File: config.mk
export PLATFORM = sky130hd
export DESIGN_NAME = decode_execute_unit
export DESIGN_NICKNAME = d
export VERILOG_FILES = /design/src/rtl/decode_execute_unit_pkg.sv /design/src/rtl/decode_execute_unit_alu_core.sv /design/src/rtl/decode_execute_unit.sv
export SDC_FILE = /design/constraint.sdc
export NUM_CORES = 1
export LEC_CHECK = 0
export CELL_PAD_IN_SITES_DETAIL_PLACEMENT = 0
export CELL_PAD_IN_SITES_GLOBAL_PLACEMENT = 1
export CORE_AREA = 2 2 78 99
export DETAILED_ROUTE_END_ITERATION = 16
export DIE_AREA = 0 0 80 101
export PLACE_DENSITY_LB_ADDON = 0.1
export RECOVER_POWER = 25
export SYNTH_ARGS = -nofsm -noshare
export SYNTH_HDL_FRONTEND = slang
export SYNTH_HIERARCHICAL = 1
export SYNTH_SLANG_ARGS = --single-unit
File: constraint.sdc
create_clock -name clk -period 8.95 [get_ports clk]
set_input_delay 2.2375 -clock clk [delete_from_list [all_inputs] [get_ports clk]]
set_output_delay 2.2375 -clock clk [all_outputs]
set_load 0.02 [all_outputs]
File: src/rtl/decode_execute_unit_pkg.sv
// Shared instruction-field enums and datapath width for the decode/execute slice.
package decode_execute_unit_pkg;

    localparam int DATA_W = 8;

    typedef enum logic [1:0] {
        IT_R = 2'b00,
        IT_M = 2'b01,
        IT_B = 2'b10,
        IT_S = 2'b11
    } itype_t;

    typedef enum logic [2:0] {
        OP_AND  = 3'b000,
        OP_OR   = 3'b001,
        OP_XOR  = 3'b010,
        OP_ADD  = 3'b011,
        OP_SUB  = 3'b100,
        OP_SLT  = 3'b101,
        OP_SLTE = 3'b110,
        OP_SEQ  = 3'b111
    } alu_op_t;

    typedef enum logic [2:0] {
        M_SB  = 3'b000,
        M_LB  = 3'b001,
        M_LL  = 3'b010,
        M_LL2 = 3'b011,
        M_LIL = 3'b100,
        M_LIU = 3'b101,
        M_LLR = 3'b110,
        M_NOP = 3'b111
    } m_op_t;

    typedef enum logic [1:0] {
        B_BEQ  = 2'b00,
        B_BLT  = 2'b01,
        B_BLTE = 2'b10,
        B_BUN  = 2'b11
    } b_op_t;

    typedef enum logic [1:0] {
        S_LSL = 2'b00,
        S_LSR = 2'b01,
        S_LSI = 2'b10,
        S_RSI = 2'b11
    } s_op_t;

    // ALU function select; the low eight codes line up with alu_op_t.
    typedef enum logic [3:0] {
        FN_AND  = 4'd0,
        FN_OR   = 4'd1,
        FN_XOR  = 4'd2,
        FN_ADD  = 4'd3,
        FN_SUB  = 4'd4,
        FN_SLT  = 4'd5,
        FN_SLTE = 4'd6,
        FN_SEQ  = 4'd7,
        FN_SHL  = 4'd8,
        FN_SHR  = 4'd9,
        FN_ZERO = 4'd10
    } alu_fn_t;

endpackage

File: src/rtl/decode_execute_unit_alu_core.sv
// alu_core: logic/arith/compare/shift on two operands; purely combinational.
module alu_core #(
    parameter int DATA_W = decode_execute_unit_pkg::DATA_W
) (
    input  logic [3:0]        fn,
    input  logic [DATA_W-1:0] a,
    input  logic [DATA_W-1:0] b,
    output logic [DATA_W-1:0] result,
    output logic              equal,
    output logic              less_than
);
    import decode_execute_unit_pkg::*;

    always_comb begin
        equal     = (a == b);
        less_than = (a < b);
        result    = '0;
        case (alu_fn_t'(fn))
            FN_AND:  result = a & b;
            FN_OR:   result = a | b;
            FN_XOR:  result = a ^ b;
            FN_ADD:  result = a + b;
            FN_SUB:  result = a - b;
            FN_SLT:  result = DATA_W'(less_than);
            FN_SLTE: result = DATA_W'(less_than | equal);
            FN_SEQ:  result = DATA_W'(equal);
            // Logical shifts by an amount >= DATA_W already give zero.
            FN_SHL:  result = a << b;
            FN_SHR:  result = a >> b;
            default: result = '0;
        endcase
    end

endmodule

File: src/rtl/decode_execute_unit.sv
// Decode of 9-bit instructions, operand mux and registered compare flags around alu_core.
module decode_execute_unit #(
    parameter int DATA_W = decode_execute_unit_pkg::DATA_W
) (
    input  logic              clk,
    input  logic              reset,
    input  logic [8:0]        mach_code,
    input  logic [DATA_W-1:0] rdat_a,
    input  logic [DATA_W-1:0] rdat_b,
    input  logic [DATA_W-1:0] lut_cur,
    output logic [1:0]        r_addr1,
    output logic [1:0]        r_addr2,
    output logic              reg_to_reg,
    output logic              mem_to_reg,
    output logic              reg_to_mem,
    output logic              lut_to_reg,
    output logic              lut_write,
    output logic              imm_lut_enable,
    output logic [1:0]        lut_reg_to_reg_index,
    output logic [DATA_W-1:0] lut_index,
    output logic [DATA_W-1:0] imm_to_lut_reg,
    output logic              branch_enable,
    output logic [DATA_W-1:0] branch_lut_index,
    output logic [DATA_W-1:0] result,
    output logic              equal,
    output logic              less_than,
    output logic              eq_flag,
    output logic              lt_flag
);
    import decode_execute_unit_pkg::*;

    itype_t            ity;
    alu_op_t           rop;
    m_op_t             mop;
    b_op_t             bop;
    s_op_t             sop;
    alu_fn_t           fn;
    logic              use_imm;
    logic              cmp_op;
    logic [DATA_W-1:0] op_b;

    assign ity = itype_t'(mach_code[8:7]);
    assign rop = alu_op_t'(mach_code[6:4]);
    assign mop = m_op_t'(mach_code[6:4]);
    assign bop = b_op_t'(mach_code[6:5]);
    assign sop = s_op_t'(mach_code[6:5]);

    always_comb begin
        r_addr1              = '0;
        r_addr2              = '0;
        reg_to_reg           = 1'b0;
        mem_to_reg           = 1'b0;
        reg_to_mem           = 1'b0;
        lut_to_reg           = 1'b0;
        lut_write            = 1'b0;
        imm_lut_enable       = 1'b0;
        lut_reg_to_reg_index = '0;
        lut_index            = '0;
        imm_to_lut_reg       = '0;
        branch_enable        = 1'b0;
        branch_lut_index     = '0;
        fn                   = FN_ZERO;
        use_imm              = 1'b0;
        cmp_op               = 1'b0;
        case (ity)
            IT_R: begin
                r_addr1    = mach_code[3:2];
                r_addr2    = mach_code[1:0];
                fn         = alu_fn_t'({1'b0, mach_code[6:4]});
                reg_to_reg = (rop <= OP_SUB);
                cmp_op     = (rop >= OP_SLT);
            end
            IT_M: begin
                case (mop)
                    M_SB: begin
                        r_addr1    = mach_code[3:2];
                        r_addr2    = mach_code[1:0];
                        reg_to_mem = 1'b1;
                    end
                    M_LB: begin
                        r_addr1    = mach_code[3:2];
                        r_addr2    = mach_code[1:0];
                        mem_to_reg = 1'b1;
                    end
                    M_LL: begin
                        lut_index = {{(DATA_W-4){1'b0}}, mach_code[3:0]};
                        lut_write = 1'b1;
                    end
                    M_LL2: begin
                        lut_index = {{(DATA_W-5){1'b0}}, 1'b1, mach_code[3:0]};
                        lut_write = 1'b1;
                    end
                    M_LIL: begin
                        imm_to_lut_reg = {lut_cur[DATA_W-1:4], mach_code[3:0]};
                        imm_lut_enable = 1'b1;
                        lut_write      = 1'b1;
                    end
                    M_LIU: begin
                        imm_to_lut_reg = {mach_code[3:0], lut_cur[DATA_W-5:0]};
                        imm_lut_enable = 1'b1;
                        lut_write      = 1'b1;
                    end
                    M_LLR: begin
                        lut_to_reg           = 1'b1;
                        lut_reg_to_reg_index = mach_code[3:2];
                    end
                    M_NOP: ;
                endcase
            end
            IT_B: begin
                branch_lut_index = {{(DATA_W-5){1'b0}}, mach_code[4:0]};
                case (bop)
                    B_BEQ:  branch_enable = eq_flag;
                    B_BLT:  branch_enable = lt_flag;
                    B_BLTE: branch_enable = eq_flag | lt_flag;
                    B_BUN:  branch_enable = 1'b1;
                endcase
            end
            IT_S: begin
                r_addr1    = mach_code[4:3];
                reg_to_reg = 1'b1;
                case (sop)
                    S_LSL: begin r_addr2 = mach_code[2:1]; fn = FN_SHL; end
                    S_LSR: begin r_addr2 = mach_code[2:1]; fn = FN_SHR; end
                    S_LSI: begin use_imm = 1'b1;           fn = FN_SHL; end
                    S_RSI: begin use_imm = 1'b1;           fn = FN_SHR; end
                endcase
            end
        endcase
    end

    assign op_b = use_imm ? {{(DATA_W-3){1'b0}}, mach_code[2:0]} : rdat_b;

    alu_core #(.DATA_W(DATA_W)) u_alu (
        .fn        (fn),
        .a         (rdat_a),
        .b         (op_b),
        .result    (result),
        .equal     (equal),
        .less_than (less_than)
    );

    // Branches only ever see the flags captured by an earlier compare instruction.
    always_ff @(posedge clk) begin
        if (!reset) begin
            eq_flag <= 1'b0;
            lt_flag <= 1'b0;
        end else if (cmp_op) begin
            eq_flag <= equal;
            lt_flag <= less_than;
        end
    end

endmodule

==> results.ini, run 1 <==
[sta]
clock.fmax_mhz=118
fin_skew_ns=0
rsz0062_at_grt=false
fin_crit_sh_pct=95.0
maxSlewHeadroom_pct=50.3
period_minus_slack_ns=8.51
setup-violations-final=0
hold_viol_final=0
fin_ws_ns=0.445
fin_tns_setup_ns=0
slew_violations=0
worst_slew_pin_slew_ns=0.743

[final_layout]
finalNetCount=479
diodes=0
mostFrequentLayoutCells=clkdlybuf4s50_1, inv_1, nor2_1, ha_1, nand2_1
layout_commonest_cell=clkdlybuf4s50_1
syn_to_final_growth_pct=33.8
drive_gt1_share_pct=8.78
fin_util_pct=46.4

[synthesis]
synth_seq_area_share_pct=1.61
synth.avg_cell_area_sq_um=7.23
synth_warnings=6
synthTopCellsByArea=ha_1, mux2i_1, inv_1, and2_1, nor2_1
synth_edf_count=0
ys_types=72
syn_area_sq_um=2490
synth_top_cell_area_share_pct=15.1
ys_seq_elements=2
syn_inst=345
yosysTopAreaCell=ha_1
synthArstFlopShare_pct=0
ys.flop_type=dfxtp_1

[cts]
ctsHoldBuffers=0
root_buffer=clkbuf_8
cts_buffer_depth=2
tritoncts=yes
cts_setup_buffers=0
cts.repair.resized=0
insertion_delay_ns=0.21
clock_sink_count=2
htree_levels=1
path_clk_slew_ns=0.03
cts_buffers=3

[placement]
dpl.hpwl_um=7190
numPortBuffers=77
dp_slack_ns=0.477
place_congestion=0.874

[floorplan]
core_area_sq_um=7180
rows=35
die-area_sq_um=8080
start_util_pct=34.7
chipHeight_um=101
io_pins=84
die_w_um=80

[job]
max_cap_violations=0

[pwr]
max-vdd-ir-drop_v=0.0000401
leakagePower_nw=1.43
powerDensity_nw_per_um2=67.2

[detailed_routing]
drcViolationCount=0
drtIter0Drc=151
wl_per_cell_um=18.0
first_pass_iters=5
vias=2883
antenna_left=0
via_per_inst=5.74
finalWirelength_um=9060

[critical_path]
critPathLaunchType=input pin
critPathKind=in -> out
arrival_ns=6.27
end_kind=output port
cp_max_fo=13
reg2regPathDepth=2
crit_required_ns=6.71

[grt]
grt_pass1_wl_um=14000
grt_max_degree=24
antenna_found_initial=0
grt_overflow=0
grt_use_total_pct=22.0
grt_pass1_vias=2754

[run_status]
outcome=finished clean

[min_path]
min_path_cells=2
worst_hold_path_type=reg -> reg

routing by layer:
layer | global-route usage, % | vias up | wire (um)
li1 | - | 1380 | -
met3 | 1.70 | 24 | 450
met4 | 7.82 | 0 | 315
met1 | 23.6 | 1361 | 3520
met2 | 43.5 | 118 | 4770
met5 | 0 | - | 0
cells in the mapped netlist, drive strengths merged, types with 2 or more instances:
cell	n
inv	33
ha	30
nor2	30
nand2	27
buf	22
mux2i	22
a21oi	20
and2	18
o21ai	14
nand2b	9
mux2	8
clkbuf	6
nand3	6
nor3	6
o211ai	6
a221o	5
a2111oi	4
a211oi	4
a21o	4
nand3b	4
o221ai	4
o22ai	4
a31oi	3
and3	3
mux4	3
a221oi	2
a22oi	2
a311oi	2
a32oi	2
dfxtp	2
fa	2
nand4	2
nor2b	2
nor4	2
o21bai	2
o311a	2
o311ai	2
o31ai	2
or3	2
or3b	2
or4	2
critical path, stage by stage:
cell             delay, ns
clkdlybuf4s50_1       0.45
ha_1                  0.23
nand2_1               0.31
mux2_2                0.50
inv_1                 0.18
ha_1                  0.35
and3_1                0.19
a2111oi_1             0.61
a32o_1                0.25
o21ai_0               0.10
o311ai_0              0.15
clkdlybuf4s50_1       0.69
layout make-up:
| cell class | count | area, sq um |
|---|---|---|
| Clock buffer | 3 | 41.3 |
| Timing Repair Buffer | 85 | 831 |
| Inverter | 33 | 124 |
| Tap cell | 92 | 115 |
| Sequential cell | 2 | 40.0 |
| Multi-Input combinational cell | 287 | 2180 |
| Fill cell | 763 | 3850 |
final timing paths:
path                                    from   endpoint  slack [ns]
worst max-delay path            mach_code[7]  result[5]        0.44
worst min-delay path                 lt_flag    lt_flag        0.47
worst max register to register       eq_flag    eq_flag        8.34
worst min register to register       lt_flag    lt_flag        0.47
power breakdown:
part	total, mW	internal (mW)	leakage, nW	switching (mW)
combinational	0.178	0.0773	1.40	0.101
sequential	0.00931	0.00919	0.0162	0.000125
clock	0.0364	0.0285	0.0216	0.00790
logic make-up after synthesis:
family	count (synthesis)	share of synthesized area, %
and+or+nand+nor	122	27.3
buffers and inverters	61	11.5
other	1	0.150
AOI/OAI and AO/OA	94	27.5
adders and majority gates	32	16.7
muxes	33	15.2
DFF	2	1.61
state kept, by name (all words and copies together), names as in the netlist:
signal,flops
eq_flag,1
lt_flag,1
through the flow:
stage          hold WS, ns  std cells  cell area [sq um]  total power, mW
3_3_place_gp         0.471        499               3290            0.187
5_1_grt              0.489        502               3340            0.239
2_1_floorplan        0.546        350               2510            0.123
4_1_cts              0.477        502               3340            0.224
3_5_place_dp         0.473        499               3290            0.186
6_report             0.472        502               3340            0.224
Power figures use the tool's default switching activity.
==> run 2: changes to the inputs <==
--- a/config.mk
+++ b/config.mk
@@ -9,5 +9,5 @@
 export CELL_PAD_IN_SITES_GLOBAL_PLACEMENT = 1
-export CORE_AREA = 2 2 78 99
+export CORE_AREA = 2 2 87 89
 export DETAILED_ROUTE_END_ITERATION = 16
-export DIE_AREA = 0 0 80 101
+export DIE_AREA = 0 0 89 91
 export PLACE_DENSITY_LB_ADDON = 0.1
==> constraint.sdc (replaced) <==
create_clock -name clk -period 8.95 [get_ports clk]
set_input_delay 1.79 -clock clk [delete_from_list [all_inputs] [get_ports clk]]
set_output_delay 1.79 -clock clk [all_outputs]
set_load 0.02 [all_outputs]
==> run 2 against run 1 <==
  * Core utilization is 0.11 points lower
  * Hold slack worse by 0.0062 ns
  * Die area is 0.24% higher
  * Register-to-register slack hardly changed
  * Sequential cell count stayed put
  * Worst setup slack better by 0.29 ns
  * Via count is 4.5% lower
  * Clock skew stayed put
  * First-iteration DRC count is 26% higher
==> results.ini, run 2 (synthesis gave the netlist of run 1 again) <==
[run_status]
outcome=finished clean  ; unchanged

[critical_path]
end_kind=output port  ; unchanged
arrival_ns=6.43  ; was 6.27 ns
cp_slowest_cell=mux2_1  ; was clkdlybuf4s50_1
crit_start=mach_code[7]  ; unchanged
path_cells=clkdlybuf4s50_1 -> ha_1 -> nand2_1 -> mux2_1 -> inv_1 -> ha_1 -> a21o_1 -> a2111oi_1 -> o21bai_1 -> a21oi_1 -> mux2i_1 -> nand3_1 -> clkdlybuf4s50_1  ; was clkdlybuf4s50_1 -> ha_1 -> nand2_1 -> mux2_2 -> inv_1 -> ha_1 -> and3_1 -> a2111oi_1 -> a32o_1 -> o21ai_0 -> o311ai_0 -> clkdlybuf4s50_1
reg2regPathDepth=2  ; unchanged
slowest_delay_ns=0.75  ; was 0.69 ns
cp_max_fo=18  ; was 13
cp_num_buf_inv=3  ; unchanged
endpoint=result[7]  ; was result[5]
regToRegStartpoint=eq_flag  ; unchanged
reg2reg_to=eq_flag  ; unchanged
critPathKind=in -> out  ; unchanged
crit_family=buffers and inverters  ; unchanged
crit_required_ns=7.16  ; was 6.71 ns
worst-path-stages=13  ; was 12
critPathLaunchType=input pin  ; unchanged
rrSetupSlack_ns=8.35  ; was 8.34 ns

[cts]
path_clk_slew_ns=0.03  ; about the same
cts_buffers=3  ; unchanged
cts.repair.resized=0  ; unchanged
htree_levels=1  ; unchanged
tritoncts=yes  ; unchanged
cts_setup_buffers=0  ; unchanged
clock_sink_count=2  ; unchanged
insertion_delay_ns=0.21  ; about the same
ctsHoldBuffers=0  ; unchanged
cts_buffer_depth=2  ; unchanged
root_buffer=clkbuf_8  ; unchanged

[floorplan]
die_w_um=89  ; was 80 um
start_util_pct=34.9  ; was 34.7%
core_area_sq_um=7140  ; was 7180 sq um
die-area_sq_um=8100  ; was 8080 sq um
io_pins=84  ; unchanged
rows=31  ; was 35
chipHeight_um=91  ; was 101 um

[pwr]
max-vdd-ir-drop_v=0.0000319  ; was 0.0000401 V
leakagePower_nw=1.41  ; was 1.43 nW
powerDensity_nw_per_um2=65.8  ; was 67.2 nW/um^2
power_mw=0.218  ; was 0.224 mW

[detailed_routing]
vias=2753  ; was 2,883
drtIter0Drc=190  ; was 151
via_per_inst=5.46  ; was 5.74
drcViolationCount=0  ; unchanged
antenna_left=0  ; unchanged
wl_per_cell_um=16.7  ; was 18.0 um
finalWirelength_um=8430  ; was 9060 um
first_pass_iters=5  ; unchanged

[sta]
setup-violations-final=0  ; unchanged
maxSlewHeadroom_pct=41.3  ; was 50.3%
worst_slew_pin_slew_ns=0.858  ; was 0.743 ns
fin_ws_ns=0.732  ; was 0.445 ns
fin_crit_sh_pct=91.8  ; was 95.0%
clock.fmax_mhz=122  ; was 118 MHz
holdWs_ns=0.466  ; was 0.472 ns
slew_violations=0  ; unchanged
fin_skew_ns=0  ; unchanged
hold_viol_final=0  ; unchanged
period_minus_slack_ns=8.22  ; was 8.51 ns
rsz0062_at_grt=false  ; unchanged
fin_tns_setup_ns=0  ; unchanged

[min_path]
worst_hold_path_type=reg -> reg  ; unchanged
holdCritStartpoint=lt_flag  ; unchanged

[final_layout]
finalNetCount=474  ; was 479
syn_to_final_growth_pct=32.6  ; was 33.8%
layout_commonest_cell=clkdlybuf4s50_1  ; unchanged
diodes=0  ; unchanged
fillerInstances=748  ; was 763
mostFrequentLayoutCells=clkdlybuf4s50_1, inv_1, nor2_1, ha_1, nand2_1  ; unchanged
drive_gt1_share_pct=7.41  ; was 8.78%
top_regs=eq_flag: 1 flops, lt_flag: 1 flops  ; unchanged
finalInstanceArea_sq_um=3310  ; was 3340 sq um
ff_latch_area_sq_um=40.0  ; unchanged
multi_input_area_sq_um=2180  ; unchanged

[placement]
dp_slack_ns=1.06  ; was 0.477 ns
dpl.hpwl_um=6740  ; was 7190 um
dpl_cell_area_sq_um=3270  ; was 3290 sq um
place_congestion=0.868  ; was 0.874
numPortBuffers=77  ; unchanged

[grt]
grt_pass1_wl_um=13200  ; was 14,000 um
grt_overflow=0  ; unchanged
grt_pass1_vias=2588  ; was 2,754
grt_use_total_pct=20.3  ; was 22.0%
antenna_found_initial=0  ; unchanged
grt_max_degree=26  ; was 24

[job]
max_cap_violations=0  ; unchanged

==> run 2: through the flow <==
stage	util, %	std cells
6_report	46.3	504
5_1_grt	46.3	504
4_1_cts	46.3	504
3_5_place_dp	45.8	501
3_3_place_gp	45.8	501
2_1_floorplan	-	350
==> run 2: where the power goes <==
group	leakage [nW]	switching, mW	internal (mW)
Sequential	0.0162	0.000111	0.00919
Combinational	1.37	0.0975	0.0752
Clock	0.0216	0.00729	0.0285
Total	1.41	0.105	0.113
==> run 2: area by class of cell <==
cell class / instances / area share [%]
Inverter: 33 / 3.75
Clock buffer: 3 / 1.25
Timing Repair Buffer: 80 / 24.0
Tap cell: 99 / 3.75
Sequential cell: 2 / 1.21
Multi-Input combinational cell: 287 / 66.1
==> run 2: how the worst min path moves through the flow <==
stage	end	slack, ns	depth (start not counted)
final	lt_flag	0.47	2
after global routing	lt_flag	0.52	2
after CTS	lt_flag	0.47	2
after detailed placement	lt_flag	0.47	2
after global placement	lt_flag	0.46	2
after floorplan	lt_flag	0.55	2
==> run 2: worst register-to-register path: stages, from the launching register on <==
cell	delay [ns]
dfxtp_1	0.36
nand2_1	0.06
mux2i_1	0.11
==> run 2: routing by layer <==
metal / GRT usage (%) / share of wire, %
met5: 0 / 0
met4: 4.85 / 1.7
met3: 1.36 / 4.8
met2: 35.1 / 49
met1: 27.1 / 45
==> run 3: changes to the inputs <==
SKIP_CTS_REPAIR_TIMING = 1   (was not set)
==> results of run 3 <==
The final DEF is identical to that of run 2; final timing and power are the same.
